`src/rtl/cgra_stream_sequencer_pkg.sv`:
```
// rtl/cgra_stream_sequencer_pkg.sv - shared state/mode encodings for the CGRA stream sequencer
package cgra_stream_sequencer_pkg;

  typedef enum logic [2:0] {
    IDLE,
    LOAD,
    FLUSH,
    RUN,
    DONE
  } state_t;

  localparam logic [1:0] MODE_INC  = 2'b00;
  localparam logic [1:0] MODE_HOLD = 2'b01;
  localparam logic [1:0] MODE_DEC  = 2'b10;

  // Two cycles covers the memory read latency plus the conf_bus register stage.
  localparam int FLUSH_CYCLES = 2;

endpackage

```
`src/rtl/cgra_stream_sequencer_if.sv`:
```
// rtl/cgra_stream_sequencer_if.sv - config memory, config bus and CGRA stream lanes
interface cgra_stream_sequencer_if #(
  parameter int DATA_WIDTH = 8,
  parameter int ADDR_WIDTH = 20,
  parameter int NUM_IN     = 3,
  parameter int NUM_OUT    = 3
);
  logic                          mem_re;
  logic [ADDR_WIDTH-1:0]         mem_addr;
  logic [DATA_WIDTH-1:0]         mem_dout;
  logic [DATA_WIDTH-1:0]         conf_bus;
  logic                          conf_valid;
  logic [NUM_IN*DATA_WIDTH-1:0]  in_stream;
  logic [NUM_OUT*DATA_WIDTH-1:0] out_stream;

  modport master (
    output mem_re, mem_addr, conf_bus, conf_valid, in_stream,
    input  mem_dout, out_stream
  );

  modport slave (
    input  mem_re, mem_addr, conf_bus, conf_valid, in_stream,
    output mem_dout, out_stream
  );
endinterface

```
`src/rtl/cgra_stream_sequencer_lane.sv`:
```
// rtl/cgra_stream_sequencer_lane.sv - one input-stream pattern register (seed+index, then step by mode)
module cgra_stream_sequencer_lane
  import cgra_stream_sequencer_pkg::*;
#(
  parameter int DATA_WIDTH = 8,
  parameter int LANE_INDEX = 0
) (
  input  logic                  clk,
  input  logic                  rst,
  input  logic                  load,
  input  logic                  step,
  input  logic [1:0]            mode,
  input  logic [DATA_WIDTH-1:0] seed,
  output logic [DATA_WIDTH-1:0] value
);

  always_ff @(posedge clk) begin
    if (rst) begin
      value <= '0;
    end else if (load) begin
      value <= seed + DATA_WIDTH'(LANE_INDEX);
    end else if (step) begin
      case (mode)
        MODE_INC:  value <= value + DATA_WIDTH'(1);
        MODE_DEC:  value <= value - DATA_WIDTH'(1);
        MODE_HOLD: value <= value;
        default:   value <= value;
      endcase
    end
  end

endmodule

```
`src/rtl/cgra_stream_sequencer.sv`:
```
// rtl/cgra_stream_sequencer.sv - loads CGRA config words, drives patterned input streams, checksums outputs
module cgra_stream_sequencer
  import cgra_stream_sequencer_pkg::*;
#(
  parameter int DATA_WIDTH = 8,
  parameter int ADDR_WIDTH = 20,
  parameter int CONF_WORDS = 1023,
  parameter int NUM_IN     = 3,
  parameter int NUM_OUT    = 3,
  parameter int CSUM_WIDTH = 32
) (
  input  logic                  clk,
  input  logic                  rst,
  input  logic                  start,
  input  logic                  abort,
  input  logic [1:0]            mode,
  input  logic [DATA_WIDTH-1:0] seed,
  input  logic [31:0]           run_len,
  cgra_stream_sequencer_if.master bus,
  output logic [CSUM_WIDTH-1:0] checksum,
  output logic                  busy,
  output logic                  done
);

  localparam logic [ADDR_WIDTH-1:0] LAST_ADDR  = ADDR_WIDTH'(CONF_WORDS - 1);
  localparam logic [1:0]            LAST_FLUSH = 2'(FLUSH_CYCLES - 1);

  state_t                       state, state_n;
  logic [ADDR_WIDTH-1:0]        load_addr;
  logic [1:0]                   flush_cnt;
  logic [31:0]                  run_cnt;
  logic [1:0]                   mode_q;
  logic [DATA_WIDTH-1:0]        seed_q;
  logic [31:0]                  run_len_q;
  logic                         rd_valid;
  logic                         conf_valid_q;
  logic [DATA_WIDTH-1:0]        conf_bus_q;
  logic [CSUM_WIDTH-1:0]        lane_sum;
  logic [NUM_IN*DATA_WIDTH-1:0] lane_flat;
  logic                         accept;

  assign accept = (state == IDLE) && start && !abort;

  always_comb begin
    state_n = state;
    case (state)
      IDLE:    if (accept) state_n = LOAD;
      LOAD:    if (load_addr == LAST_ADDR) state_n = FLUSH;
      FLUSH:   if (flush_cnt == LAST_FLUSH) state_n = RUN;
      RUN:     if (run_len_q != '0 && run_cnt == run_len_q - 32'd1) state_n = DONE;
      DONE:    state_n = IDLE;
      default: state_n = IDLE;
    endcase
    if (abort) state_n = IDLE;
  end

  always_comb begin
    lane_sum = '0;
    for (int i = 0; i < NUM_OUT; i++) begin
      lane_sum = lane_sum + CSUM_WIDTH'(bus.out_stream[i*DATA_WIDTH +: DATA_WIDTH]);
    end
  end

  always_ff @(posedge clk) begin
    if (rst) begin
      state        <= IDLE;
      load_addr    <= '0;
      flush_cnt    <= '0;
      run_cnt      <= '0;
      mode_q       <= '0;
      seed_q       <= '0;
      run_len_q    <= '0;
      rd_valid     <= 1'b0;
      conf_valid_q <= 1'b0;
      conf_bus_q   <= '0;
      checksum     <= '0;
    end else begin
      state     <= state_n;
      load_addr <= (state == LOAD && state_n == LOAD) ? load_addr + ADDR_WIDTH'(1) : '0;
      flush_cnt <= (state == FLUSH && state_n == FLUSH) ? flush_cnt + 2'd1 : '0;
      run_cnt   <= (state == RUN && state_n == RUN) ? run_cnt + 32'd1 : '0;

      // An abort squashes any words still in flight from the memory.
      rd_valid     <= bus.mem_re && !abort;
      conf_valid_q <= rd_valid && !abort;
      conf_bus_q   <= (rd_valid && !abort) ? bus.mem_dout : '0;

      if (accept) begin
        mode_q    <= mode;
        seed_q    <= seed;
        run_len_q <= run_len;
        checksum  <= '0;
      end else if (state == RUN && !abort) begin
        checksum <= checksum + lane_sum;
      end
    end
  end

  for (genvar i = 0; i < NUM_IN; i++) begin : g_lane
    cgra_stream_sequencer_lane #(
      .DATA_WIDTH (DATA_WIDTH),
      .LANE_INDEX (i)
    ) u_lane (
      .clk   (clk),
      .rst   (rst),
      .load  (state == FLUSH && state_n == RUN),
      .step  (state == RUN),
      .mode  (mode_q),
      .seed  (seed_q),
      .value (lane_flat[i*DATA_WIDTH +: DATA_WIDTH])
    );
  end

  assign bus.mem_re     = (state == LOAD);
  assign bus.mem_addr   = (state == LOAD) ? load_addr : '0;
  assign bus.conf_valid = conf_valid_q;
  assign bus.conf_bus   = conf_bus_q;
  assign bus.in_stream  = (state == RUN) ? lane_flat : '0;
  assign busy           = (state != IDLE);
  assign done           = (state == DONE);

endmodule

```
`src/flat_wrapper.sv`:
```
// flat-port wrapper written by rule: the top's interface ports become plain ports
module cgra_stream_sequencer_flat import cgra_stream_sequencer_pkg::*;
#(
  parameter int DATA_WIDTH = 8,
  parameter int ADDR_WIDTH = 20,
  parameter int CONF_WORDS = 1023,
  parameter int NUM_IN     = 3,
  parameter int NUM_OUT    = 3,
  parameter int CSUM_WIDTH = 32
)
  (clk, rst, start, abort, mode, seed, run_len, checksum, busy, done, bus_mem_re, bus_mem_addr, bus_conf_bus, bus_conf_valid, bus_in_stream, bus_mem_dout, bus_out_stream);
  cgra_stream_sequencer_if #(.DATA_WIDTH(DATA_WIDTH), .ADDR_WIDTH(ADDR_WIDTH), .NUM_IN(NUM_IN), .NUM_OUT(NUM_OUT)) bus_i ();
  input  logic clk;
  input  logic rst;
  input  logic start;
  input  logic abort;
  input  logic [1:0] mode;
  input  logic [DATA_WIDTH-1:0] seed;
  input  logic [31:0] run_len;
  output logic [CSUM_WIDTH-1:0] checksum;
  output logic busy;
  output logic done;
  output wire logic [$bits(bus_i.mem_re)-1:0] bus_mem_re;
  output wire logic [$bits(bus_i.mem_addr)-1:0] bus_mem_addr;
  output wire logic [$bits(bus_i.conf_bus)-1:0] bus_conf_bus;
  output wire logic [$bits(bus_i.conf_valid)-1:0] bus_conf_valid;
  output wire logic [$bits(bus_i.in_stream)-1:0] bus_in_stream;
  input wire logic [$bits(bus_i.mem_dout)-1:0] bus_mem_dout;
  input wire logic [$bits(bus_i.out_stream)-1:0] bus_out_stream;
  assign bus_mem_re = bus_i.mem_re;
  assign bus_mem_addr = bus_i.mem_addr;
  assign bus_conf_bus = bus_i.conf_bus;
  assign bus_conf_valid = bus_i.conf_valid;
  assign bus_in_stream = bus_i.in_stream;
  assign bus_i.mem_dout = bus_mem_dout;
  assign bus_i.out_stream = bus_out_stream;
  cgra_stream_sequencer #(.DATA_WIDTH(DATA_WIDTH), .ADDR_WIDTH(ADDR_WIDTH), .CONF_WORDS(CONF_WORDS), .NUM_IN(NUM_IN), .NUM_OUT(NUM_OUT), .CSUM_WIDTH(CSUM_WIDTH)) u_core (.clk(clk), .rst(rst), .start(start), .abort(abort), .mode(mode), .seed(seed), .run_len(run_len), .bus(bus_i), .checksum(checksum), .busy(busy), .done(done));
endmodule
```
`config.mk`:
```
export PLATFORM = sky130hd
export DESIGN_NAME = cgra_stream_sequencer_flat
export DESIGN_NICKNAME = d
export VERILOG_FILES = /design/src/rtl/cgra_stream_sequencer_pkg.sv /design/src/rtl/cgra_stream_sequencer_if.sv /design/src/rtl/cgra_stream_sequencer_lane.sv /design/src/rtl/cgra_stream_sequencer.sv /design/src/flat_wrapper.sv
export SDC_FILE = /design/constraint.sdc
export NUM_CORES = 1
export LEC_CHECK = 0
export BUFFER_PORTS_ARGS = -buffer_cell sky130_fd_sc_hd__buf_2
export CORE_MARGIN = 2
export CORE_UTILIZATION = 50
export DETAILED_ROUTE_END_ITERATION = 8
export PLACE_DENSITY = 0.73
export SYNTH_ARGS = -nofsm -noshare
export SYNTH_HDL_FRONTEND = slang
export SYNTH_SLANG_ARGS = --single-unit
```
`constraint.sdc`:
```
create_clock -name clk -period 4 [get_ports clk]
set_input_delay 0.2 -clock clk [delete_from_list [all_inputs] [get_ports clk]]
set_output_delay 0.2 -clock clk [all_outputs]
set_load 0.02 [all_outputs]
```
==> results of run 1 <==
-- metal layers --
metal,GRT usage (%),vias up,routed length (µm)
li1,-,4538,-
met1,31.3,4160,11400
met2,37.5,236,11100
met3,3.87,19,1270
met4,6.23,0,268
met5,0,-,0
-- flip-flops by register name, indices dropped and copies added (netlist names) --
name	cells
u_core.run_len_q	32
u_core.bus.conf_valid	1
u_core.mode_q	2
u_core.run_cnt	32
u_core.bus.conf_bus	8
u_core.seed_q	8
u_core.checksum	32
u_core.rd_valid	1
u_core.g_lane.u_lane.value	24
u_core.state	3
u_core.load_addr	20
u_core.flush_cnt	2
-- placed cells by master (no fill, tap or decap), drive strengths merged, types with 3 or more instances in the layout --
cell	n
a211o	3
a211oi	28
a21boi	5
a21o	9
a21oi	83
a311oi	4
and2	47
and3	16
and4	8
buf	184
bufinv	4
clkbuf	19
clkinvlp	4
dfxtp	165
dlygate4sd3	9
fa	13
ha	44
inv	62
nand2	150
nand2b	13
nand3	32
nand4	21
nor2	147
nor2b	15
nor3	41
nor3b	5
nor4	15
o211ai	7
o21a	5
o21ai	27
o21bai	7
o22ai	4
or2	5
or3	20
or4	10
xnor2	80
xor2	56
-- power by group --
| group | switching, mW | internal [mW] | total (mW) |
|---|---|---|---|
| Clock | 0.696 | 1.07 | 1.77 |
| Sequential | 0.0333 | 1.66 | 1.70 |
| Combinational | 0.313 | 0.255 | 0.568 |
-- critical path, delay by kind of cell, from the launching register on --
family | cells | cell delay (ps)
fa+ha+maj | 1 | 300
simple gates | 6 | 2100
flops | 1 | 350
buf+inv | 2 | 340
compound gates | 1 | 190
xor+xnor | 1 | 190
-- repair_timing --
item	in CTS	in global routing
endpoints found under the setup margin	0	0
hold endpoints to repair	9	0
setup buffers	0	0
hold buffers	9	0
-- synthesized netlist by cell type, drive strengths merged, types with 3 or more instances --
master	instances
nand2	150
a21boi	5
nor2b	15
nand3	32
and3	16
nor4	15
nor3b	5
a211o	3
nor3	41
and4	8
xor2	56
o211ai	7
o22ai	4
nor2	147
a21oi	83
dfxtp	165
ha	44
xnor2	80
o21a	5
nand2b	13
o21bai	7
fa	13
clkbuf	43
or4	10
and2	47
or3	20
a21o	9
a211oi	28
inv	59
buf	15
o21ai	27
or2	5
nand4	21
a311oi	4
-- cell type report --
type	instances	area [µm²]	area share [%]
sequential	165	3300	28.2
clock inverter	13	196	1.67
multi-input combinational	956	6160	52.5
inverter	59	221	1.89
clock buffer	19	443	3.78
timing repair buffer	193	1070	9.13
antenna	1	2.50	0.0213
tap	265	332	2.83
-- cells by family (layout without fill, tap and decap cells) --
kind of cell / count (synthesis) / in the layout / share of synthesized area [%]
adders and majority gates: 57 / 57 / 8.15
and+or+nand+nor: 553 / 553 / 28.0
AOI/OAI and AO/OA: 208 / 208 / 13.5
other: 0 / 1 / 0
buffers and inverters: 117 / 284 / 5.04
xor gates and xnor gates: 136 / 136 / 12.0
muxes: 2 / 2 / 0.201
DFF: 165 / 165 / 33.2
-- final timing paths --
kind	to	slack (ps)
max	u_core.run_cnt[3]	390
min	u_core.run_len_q[1]	20
max reg2reg	u_core.run_cnt[3]	390
min reg2reg	u_core.flush_cnt[0]	420
==> impl_metrics.json, run 1 <==
{
  "cap_viol_max_count": 0,
  "place_area_mm2": 0.0110,
  "fin_nets": 1527,
  "critPathMaxStageDelay_ps": 730,
  "min-delay-start": "run_len[1]",
  "dieArea_mm2": 0.0210,
  "layout-drive-gt1-share_pct": 18.9,
  "place.gp.congestion": 0.859,
  "clkSinkCount": 165,
  "synth_nets": 1373,
  "ys_seq_area_share_pct": 33.2,
  "worst-path-max-fanout": 32,
  "num_vias": 8953,
  "routedWlPerCell_um": 14.4,
  "hold_violations": 0,
  "p_leak_nw": 4.75,
  "status": "finished clean",
  "die_x_um": 145,
  "cp.arrival_ps": 3910,
  "ys_top_cells_by_area": "dfxtp_1, xnor2_1, nand2_1",
  "dp_hpwl_mm": 17.4,
  "rsz0062_at_grt": "no",
  "io_pins": 166,
  "max_freq_mhz": 277,
  "fin_crit_sh_pct": 90.2,
  "dp_cells": 1629,
  "path_class": "register to register",
  "total_power_mw": 4.03,
  "fin_area_mm2": 0.0117,
  "synth_area_per_cell_um2": 8.04,
  "drt_wl_total_mm": 24.0,
  "core_mm2": 0.0195,
  "initial_core_util_pct": 51.1,
  "drc": 0,
  "syn_inst": 1238,
  "clkTransAtPathRegs_ps": 60,
  "synth-async-reset-ratio_pct": 0,
  "grt_overflow": 0,
  "worstSetupEndpointType": "register",
  "antenna_left": 0,
  "fp-row-count": 51,
  "clk_path_buf_depth": 2,
  "max_slew_margin_pct": 27.1,
  "drtPass1Iterations": 5,
  "finalNonFillerCells": 1671,
  "grt_max_degree": 56,
  "whs_path_depth": 3,
  "yosys.area.top_type": "dfxtp_1",
  "placement.io_buffers": 165,
  "setup_ws_ps": 394,
  "synth_area_mm2": 0.00995,
  "grt_pass1_vias": 8477,
  "final_util_pct": 60.3,
  "synth_ff_type": "dfxtp_1",
  "grt_first_pass_wirelength_mm": 40.6,
  "htreeDepth": 4,
  "power_density_mw_per_mm2": 344,
  "fill_cells": 1725,
  "grtUsageTotal_pct": 22.9,
  "cts_buffers": 17,
  "clkLatencyLatePin_ps": 420,
  "synth-seq-cells": 165,
  "die_h_um": 145,
  "cts_root_buffer": "clkbuf_16",
  "r2r-start": "u_core.run_len_q[1]",
  "worstPathCellList": "inv_1 > ha_1 > or4b_2 > nor4_1 > xnor2_1 > nand4_1 > or3_1 > or4_4 > o21ai_4 > buf_12 > nor2_1",
  "synthToLayoutAreaGrowth_pct": 17.9,
  "tightest_slew_ps": 1090,
  "start_kind": "register",
  "cp.required_ps": 4300,
  "pre_cts_slack_ps": 3.50,
  "synth-edff-count": 0,
  "startpoint": "u_core.run_len_q[1]",
  "maxSlewViolCount": 0,
  "finalSetupViolations": 0,
  "cp_slowest_cell": "or4b_2",
  "hold_class": "input pin to register",
  "cts_tree": "done",
  "synth_top_area_share_pct": 33.2,
  "worstRegToRegCells": 11,
  "via_per_inst": 5.36,
  "setup_tns_ps": 0,
  "ctsResizeCount": 0,
  "whs_ps": 17.4,
  "fin_skew_ps": 7.41,
  "antenna_found_initial": 0,
  "ir_worst_vdd_v": 0.000292,
  "drt_iter0_drc": 495,
  "synth.lib_cells_used.distinct": 67,
  "fin_crit_ps": 3610,
  "ys_warn_count": 0
}
Note: power is estimated with default switching activity, not from simulation.
==> inputs of run 2 (changes only) <==
ABC_AREA = 1   (was unset)
==> run 2 against run 1 <==
Clock power about the same. Via count up 20%. First-iteration DRC count up 49%. Largest power group unchanged. Highest routed layer is now met5.
==> impl_metrics.json, run 2 <==
{
  "drtPass1Iterations": 5,
  "pwr-share-clk_pct": 42.2,
  "synthXorXnorAreaFrac_pct": 9.00,
  "yosys-top-cells-count": "nand2_1, nor2_1, inv_1, dfxtp_1, a21oi_1",
  "p_switching_mw": 1.23,
  "critPathMaxStageDelay_ps": 480,
  "combinationalPowerShare_pct": 17.0,
  "core_mm2": 0.0212,
  "drc": 0,
  "cp.arrival_ps": 3820,
  "clk_path_buf_depth": 2,
  "grt_overflow": 0,
  "fin_crit_sh_pct": 86.2,
  "internal_power_mw": 2.95,
  "synth_ff_type": "dfxtp_1",
  "cts_buffers": 17,
  "pre_cts_slack_ps": 101,
  "synth_area_mm2": 0.0109,
  "synth-seq-cells": 165,
  "drt_iter0_drc": 739,
  "die_h_um": 151,
  "synthAdderAreaFrac_pct": 7.46,
  "placement.io_buffers": 165,
  "antenna_found_initial": 6,
  "fin_nets": 1914,
  "cp.required_ps": 4370,
  "p_leak_nw": 5.81,
  "max_freq_mhz": 290,
  "clkSinkCount": 165,
  "start_kind": "input pin",
  "setup_ws_ps": 553,
  "synth.lib_cells_used.distinct": 47,
  "fin_crit_ps": 3450,
  "synth-compound-area-share_pct": 9.53,
  "final_util_pct": 59.7,
  "cap_viol_max_count": 0,
  "synthMuxAreaShare_pct": 0,
  "power_density_mw_per_mm2": 331,
  "cp_num_buf_inv": 4,
  "cts_tree": "done",
  "maxSlewViolCount": 0,
  "cp_top_family": "adder cells",
  "yosys.area.top_type": "dfxtp_1",
  "ys_seq_area_share_pct": 30.4,
  "drt_wl_total_mm": 30.4,
  "cp_common_cell": "nand2_1",
  "clkTransAtPathRegs_ps": 70,
  "initial_core_util_pct": 51.4,
  "finalSetupViolations": 0,
  "layout_commonest_cell": "nand2_1",
  "whs_ps": 10.2,
  "final_cell_mix": "nand2_1, nor2_1, inv_1",
  "synth-async-reset-ratio_pct": 0,
  "grt_max_degree": 71,
  "fin_skew_ps": 13.3,
  "grtUsageTotal_pct": 26.8,
  "worstPathCellList": "buf_2 > ha_1 > fa_1 > inv_1 > fa_1 > inv_1 > ha_1 > inv_1 > fa_1 > o21ai_1 > a21oi_1 > o21bai_1 > a21oi_1 > o21bai_2 > nand2_1 > nand2_1 > nand2_1 > nor2_1 > nand2_1 > or2_0 > a21oi_1",
  "sw_frac_of_total_pct": 29.4,
  "post_cts.repair.setup_buffers": 0,
  "routedWlPerCell_um": 14.7,
  "synth.most_common_cell": "nand2_1",
  "cp_slowest_cell": "fa_1",
  "syn_inst": 1618,
  "place.gp.congestion": 0.948,
  "via_per_inst": 5.18,
  "synth_top_area_share_pct": 30.4,
  "synth_area_per_cell_um2": 6.71,
  "max_slew_margin_pct": 42.4,
  "grt_pass1_vias": 10100,
  "path_class": "input pin to register",
  "num_vias": 10700,
  "synthToLayoutAreaGrowth_pct": 16.2,
  "antenna_left": 0,
  "ys_warn_count": 0,
  "clkLatencyLatePin_ps": 440,
  "hold_class": "input pin to register",
  "worst-path-max-fanout": 4,
  "fp-row-count": 53,
  "dp_hpwl_mm": 22.9,
  "ctsResizeCount": 0,
  "tightest_slew_ps": 863,
  "cts_root_buffer": "clkbuf_16",
  "dieArea_mm2": 0.0229,
  "synth_top_family_by_area": "simple AND/OR/NAND/NOR gates",
  "setup_tns_ps": 0,
  "die_x_um": 151,
  "layout-drive-gt1-share_pct": 15.3,
  "ctsHoldBuffers": 8,
  "synth-simple-area-share_pct": 33.3,
  "ys_top_cells_by_area": "dfxtp_1, nand2_1, nor2_1",
  "htreeDepth": 4,
  "reg.largest.list": "u_core.checksum (32), u_core.run_cnt (32), u_core.run_len_q (32)",
  "io_pins": 166,
  "hold_violations": 0,
  "status": "finished clean",
  "pwr-share-seq_pct": 40.8,
  "rsz0062_at_grt": "no",
  "ir_worst_vdd_v": 0.000288,
  "synth_nets": 1753,
  "synth-edff-count": 0,
  "grt_first_pass_wirelength_mm": 48.8,
  "worstSetupEndpointType": "register"
}
run 2: final timing paths:
path              slack (ps)                                to                start  depth (start not counted)
setup / recovery         550               u_core.checksum[21]    bus_out_stream[0]                         21
hold / removal            10              u_core.run_len_q[16]          run_len[16]                          3
setup reg to reg         600  u_core.g_lane[1].u_lane.value[5]  u_core.run_len_q[0]                         16
hold reg to reg          450               u_core.flush_cnt[0]  u_core.flush_cnt[0]                          1
run 2: cell type report:
| type | instances | area [µm²] |
|---|---|---|
| fillers | 2016 | 8530 |
| multi-input cells | 1175 | 6450 |
| flip-flops and latches | 165 | 3300 |
| repair buffers | 187 | 1010 |
| inverters | 233 | 875 |
| clock buffers | 18 | 439 |
| well taps | 275 | 344 |
| clock inverters | 14 | 189 |
| diodes | 5 | 12.5 |
run 2: routing by layer:
metal | routed length (µm) | share of wire (%) | track usage [%] | vias to the layer above
met3 | 1530 | 5.0 | 4.22 | 54
met2 | 14500 | 48 | 45.7 | 284
met5 | 13 | 0.043 | 0 | -
li1 | - | - | - | 5461
met4 | 733 | 2.4 | 8.60 | 2
met1 | 13600 | 45 | 34.6 | 4924
run 2: worst min-delay path, cell delays in order:
cell	delay, ps
buf_2	90
nand2_1	60
a21oi_1	50
run 2: through the flow:
step	instances	area, µm²	power, mW
floorplan	1618	10900	2.24
global placement	2027	11900	2.42
detailed placement	2027	11900	2.44
CTS	2067	12600	4.20
global route	2071	12600	4.37
finish	2072	12600	4.18
run 2: logic make-up (layout without fill, tap and decap cells):
| kind of cell | Yosys count | count (layout) |
|---|---|---|
| buf+inv | 278 | 452 |
| flops | 165 | 165 |
| fa+ha+maj | 57 | 57 |
| other cells | 0 | 5 |
| compound gates | 194 | 194 |
| simple gates | 814 | 814 |
| xor+xnor | 110 | 110 |
run 2: power by group through the flow:
stage	Sequential (mW)	Combinational [mW]	Clock [mW]
after floorplan	1.73	0.508	0
after global placement	1.74	0.680	0
after detailed placement	1.74	0.697	0
after CTS	1.70	0.706	1.79
after global routing	1.71	0.804	1.86
final	1.71	0.711	1.77
